File: config.mk
export PLATFORM = sky130hd
export DESIGN_NAME = mem_port_arbiter
export DESIGN_NICKNAME = d
export VERILOG_FILES = /design/src/rtl/mem_port_arbiter.sv
export SDC_FILE = /design/constraint.sdc
export NUM_CORES = 1
export LEC_CHECK = 0
export BUFFER_PORTS_ARGS = -buffer_cell sky130_fd_sc_hd__buf_2
export CAP_MARGIN = 10
export CORE_ASPECT_RATIO = 1.75
export CORE_MARGIN = 2
export CORE_UTILIZATION = 35
export DETAILED_ROUTE_END_ITERATION = 8
export RECOVER_POWER = 25
export SLEW_MARGIN = 15
export SYNTH_ARGS = -nofsm -noshare
export SYNTH_HDL_FRONTEND = slang
export SYNTH_SLANG_ARGS = --single-unit
File: constraint.sdc
create_clock -name clk -period 3.3 [get_ports clk]
set_clock_uncertainty 0.15 [all_clocks]
set_input_delay 0.33 -clock clk [delete_from_list [all_inputs] [get_ports clk]]
set_output_delay 0.33 -clock clk [all_outputs]
set_load 0.02 [all_outputs]
File: src/rtl/mem_port_arbiter.sv
// mem_port_arbiter: shares one single-ported memory between instruction fetch and data access.
// One access in flight at a time; data has priority but fetch is guaranteed a slot after a bounded data streak.
module mem_port_arbiter #(
  parameter int ADDR_W = 10,
  parameter int TIMEOUT = 15,
  parameter int FETCH_STARVE = 4
) (
  input  logic              clk,
  input  logic              reset,
  input  logic              if_req,
  input  logic [31:0]       if_addr,
  output logic              if_ack,
  output logic [31:0]       if_rdata,
  input  logic              dm_req,
  input  logic              dm_we,
  input  logic [1:0]        dm_size,
  input  logic [31:0]       dm_addr,
  input  logic [31:0]       dm_wdata,
  output logic              dm_ack,
  output logic [31:0]       dm_rdata,
  output logic              stall_if,
  output logic              stall_mem,
  output logic              mem_start,
  output logic [2:0]        mem_access,
  output logic [1:0]        mem_size,
  output logic [ADDR_W-1:0] mem_addr,
  output logic [31:0]       mem_wdata,
  input  logic [31:0]       mem_rdata,
  input  logic              mem_ready,
  output logic              timeout_err
);
  localparam int WW = $clog2(TIMEOUT + 1);
  localparam int SW = $clog2(FETCH_STARVE + 1);
  typedef enum logic [1:0] {IDLE, ISSUE, WAIT, RESP} state_t;
  state_t        state;
  logic          owner_dm;
  logic [WW-1:0] wait_cnt;
  logic [SW-1:0] starve_cnt;
  logic          grant_if, grant_dm, done, starved;
  logic [31:0]   cap;
  logic          unused_addr_hi;
  assign starved        = starve_cnt == SW'(FETCH_STARVE);
  assign grant_if       = if_req & (~dm_req | starved);
  assign grant_dm       = dm_req & ~grant_if;
  assign done           = mem_ready | (wait_cnt == WW'(TIMEOUT - 1));
  assign cap            = mem_ready ? mem_rdata : '0;
  assign stall_if       = reset & if_req & ~if_ack;
  assign stall_mem      = reset & dm_req & ~dm_ack;
  assign unused_addr_hi = ^{if_addr[31:ADDR_W], dm_addr[31:ADDR_W]};
  // The mem_* command registers double as the latched request for the whole access.
  always_ff @(posedge clk or negedge reset) begin
    if (!reset) begin
      state       <= IDLE;
      owner_dm    <= 1'b0;
      wait_cnt    <= '0;
      starve_cnt  <= '0;
      mem_start   <= 1'b0;
      mem_access  <= '0;
      mem_size    <= '0;
      mem_addr    <= '0;
      mem_wdata   <= '0;
      if_ack      <= 1'b0;
      dm_ack      <= 1'b0;
      if_rdata    <= '0;
      dm_rdata    <= '0;
      timeout_err <= 1'b0;
    end else begin
      case (state)
        IDLE: if (grant_if | grant_dm) begin
          owner_dm   <= grant_dm;
          mem_start  <= 1'b1;
          mem_access <= (grant_dm & dm_we) ? 3'b010 : 3'b001;
          mem_size   <= grant_dm ? dm_size : 2'b10;
          mem_addr   <= grant_dm ? dm_addr[ADDR_W-1:0] : if_addr[ADDR_W-1:0];
          mem_wdata  <= grant_dm ? dm_wdata : '0;
          starve_cnt <= grant_if ? '0 : starve_cnt + SW'(if_req & ~starved);
          state      <= ISSUE;
        end
        ISSUE: begin
          mem_start <= 1'b0;
          wait_cnt  <= '0;
          state     <= WAIT;
        end
        WAIT: if (done) begin
          state       <= RESP;
          mem_access  <= '0;
          timeout_err <= timeout_err | ~mem_ready;
          dm_ack      <= owner_dm;
          if_ack      <= ~owner_dm;
          dm_rdata    <= owner_dm ? ((mem_access == 3'b010) ? '0 : cap) : dm_rdata;
          if_rdata    <= owner_dm ? if_rdata : cap;
        end else begin
          wait_cnt <= wait_cnt + WW'(1);
        end
        default: begin
          if_ack <= 1'b0;
          dm_ack <= 1'b0;
          state  <= IDLE;
        end
      endcase
    end
  end
endmodule

==> impl_results.md <==
* Area Growth Syn to Fin at 42.9%
* Longest Clk Path Bufs at 2
* Yosys top cell by area: dfrtp_1
* Min-Delay Startpoint: mem_rdata[26]
* Number of global-route vias before repair at 4,797
* P per Cell Area at 1010 nW/um2
* Non-Filler Instances at 888
* WL final at 14,700 um
* Remaining antenna violation count at 0
* Routed WL per cell at 16.6 um
* Worst min-delay path category: in2reg
* Detailed Place HPWL at 9790 um
* First-pass GRT wire length at 24,400 um
* Initial Utilization at 35.9%
* Critical path endpoint category: flip-flop
* Crit Reg-Reg Endpoint: dm_rdata[1]$_DFFE_PN0P_
* CTS tree: done
* Register area share after synthesis at 58.3%
* Actual slew at the worst max-slew pin at 0.655 ns
* H-tree depth at 4
* Total track usage at 18.5%
* Post-DR vias/cell at 5.09
* Drt first pass iters at 4
* Cts bufs inserted at 17
* Netlist Area Pre-Place at 5320 um2
* Yosys top cell area share at 58.3%
* Post-synthesis cell count at 447
* Chip width at 97.2 um
* Root buf cell: clkbuf_16
* Ys Warns at 0
* Max-cap violations at 0
* Setup TNS at 0 ns
* #FFs+latches synth at 124
* Critical path cell sequence: inv_1 -> ha_1 -> a31oi_2 -> buf_4 -> or2_2 -> buf_4 -> o31ai_1
* Crit path top cell by count: buf_4
* Tcrit/Tclk final at 69.4%
* Commonest non-fill, non-tap cell in the layout: buf_2
* Core area at 14,800 um2
* Number of synthesized flops with an enable pin at 0
* Outcome: completed
* Row count at 59
* Leakage power at 3.93 nW
* Worst-path clk slew at 0.06 ns
* Clock Latency Late Sink at 0.41 ns
* Period minus WS final at 2.29 ns
* R2r setup slk at 1.01 ns
* FILL cells at 1,300
* Routed vias at 4,524
* Synth cell types at 42
* Gr ovfl total at 0
* CP max stage delay at 0.44 ns
* Final setup fails at 0
* Setup Fix Bufs, Post-CTS at 0
* Die height at 167 um
* Hold Crit Depth at 2
* Crit path DAT at 2.41 ns
* CP Class: reg2reg
* Most frequent cells in the layout: buf_2 (206), dfrtp_1 (124), a22o_1 (69)
* Req. time, crit path at 3.42 ns
* Critical Path Fanout Max at 33
* I/O Pins at 253
* Area of the die at 16,200 um2
* Antenna violations before repair at 0
* Asr flop ratio synth at 100%
* CP max-delay cell: buf_4
* Register area at 3100 um2
* Reg-to-reg startpoint: wait_cnt[0]$_DFFE_PN0P_
* Largest net degree at the start of global routing at 124
* Post-layout nets at 836
* N_diodes at 0
* Number of port buffers at 207
* Number of remaining DRC errors at 0
* Sink Count at 124
* GPL Wtd Cong at 0.805
* Reg2reg path depth at 7
* Placed Instances at 807
* Fmax at 437 MHz
* Ys flop type: dfrtp_1
* End of the worst hold path: if_rdata[26]$_DFFE_PN0P_
* Synth area leaders: dfrtp_1 (58%), a22o_1 (11%), o31ai_2 (7.1%)
* Final count of hold timing violations at 0
* Area of the multi-input gates at 1900 um2
* Max-slew violation count at 0
* Syn nets at 591
* Relative slew slack at 56.3%
* Synthesized area per cell at 11.9 um2
* 1st-iter DRT viols at 176
* Share of layout cells above drive strength 1 at 40.7%
* RSZ-0062 raised after global routing: false
* Startpoint types: flip-flop
* Maximum vdd ir drop at 0.545 mV
[metrics by stage]
stage | util, % | hold slack [ns] | total power, mW | area, um2 | setup WS (ns)
after detailed placement | 43.8 | -0.0000852 | 5.74 | 6490 | 1.02
after floorplan | - | -0.116 | 4.65 | 5320 | 1.36
after global routing | 51.2 | 0.00568 | 8.16 | 7600 | 0.896
after global placement | 43.8 | 0.00161 | 5.65 | 6490 | 1.08
final | 51.2 | 0.0128 | 7.68 | 7600 | 1.01
after CTS | 51.1 | 0.000278 | 7.73 | 7580 | 1.02
[worst max-delay path, delay by kind of cell, from the launching register on]
family	cells	cell delay, ns
AND/OR/NAND/NOR	1	0.18
flip-flops	1	0.41
adder cells (fa/ha/maj)	1	0.23
AO/OA/AOI/OAI	2	0.32
buffers and inverters	3	0.84
[sequential cells by signal (all words and copies together), names as in the netlist]
name,flops
dm_ack,1
dm_rdata,32
if_ack,1
if_rdata,32
mem_access,2
mem_addr,10
mem_size,2
mem_start,1
mem_wdata,32
owner_dm,1
starve_cnt,3
state,2
timeout_err,1
wait_cnt,4
[area by class of cell]
type                            count  share of cell area [%]
Multi-Input combinational cell    245                    25.0
Tap cell                          183                    3.01
Clock buffer                       17                    5.60
Inverter                           39                    1.93
Sequential cell                   124                    40.8
Clock inverter                     15                    2.30
Timing Repair Buffer              265                    21.4
[repair_timing]
action,4_1_cts,5_1_grt
gates resized for setup,0,0
hold endpoints to repair,171,0
hold buffers,48,0
[cells by family (layout without fill, tap and decap cells)]
group	Yosys count	in the layout	synth area share (%)
compound gates	166	166	26.1
flops	124	124	58.3
buf+inv	78	336	6.49
simple gates	67	67	6.54
fa+ha+maj	8	8	1.88
mux	3	3	0.611
other cells	1	1	0.0705
[metal layers]
layer | routed length [um] | global-route usage [%] | share of wire, %
met1 | 5880 | 21.5 | 40
met2 | 7830 | 33.1 | 53
met3 | 859 | 5.13 | 5.8
met4 | 159 | 5.51 | 1.1
met5 | 0 | 0 | 0
[worst max-delay path by stage]
stage	start	to	slack, ns	cells past startpoint
after floorplan	starve_cnt[1]$_DFFE_PN0P_	starve_cnt[2]$_DFFE_PN0P_	1.36	7
after global placement	dm_req	state[0]$_DFFE_PN0P_	1.08	4
after detailed placement	wait_cnt[0]$_DFFE_PN0P_	dm_rdata[0]$_DFFE_PN0P_	1.02	7
after CTS	wait_cnt[0]$_DFFE_PN0P_	dm_rdata[1]$_DFFE_PN0P_	1.02	7
after global routing	wait_cnt[0]$_DFFE_PN0P_	dm_rdata[1]$_DFFE_PN0P_	0.90	7
final	wait_cnt[0]$_DFFE_PN0P_	dm_rdata[1]$_DFFE_PN0P_	1.01	7
[cells in the mapped netlist, drive strengths merged (2+ instances only)]
cell type and number:
nand4 12, and2 3, ha 8, inv 39, a31oi 2, mux2 2
nor2b 2, a21oi 3, nand3 4, clkbuf 16, and3 5, o211ai 13
nand2 24, nor2 6, a22o 69, o31ai 32, dfrtp 124, nand2b 4
buf 23, o21ai 39, a21o 2
[power breakdown]
part	switching (mW)	total, mW	leakage, nW	internal [mW]
clock network	0.755	1.89	0.286	1.14
logic	1.97	3.22	2.06	1.25
registers	0.372	2.57	1.58	2.19
(Power assumes the default switching activity.)
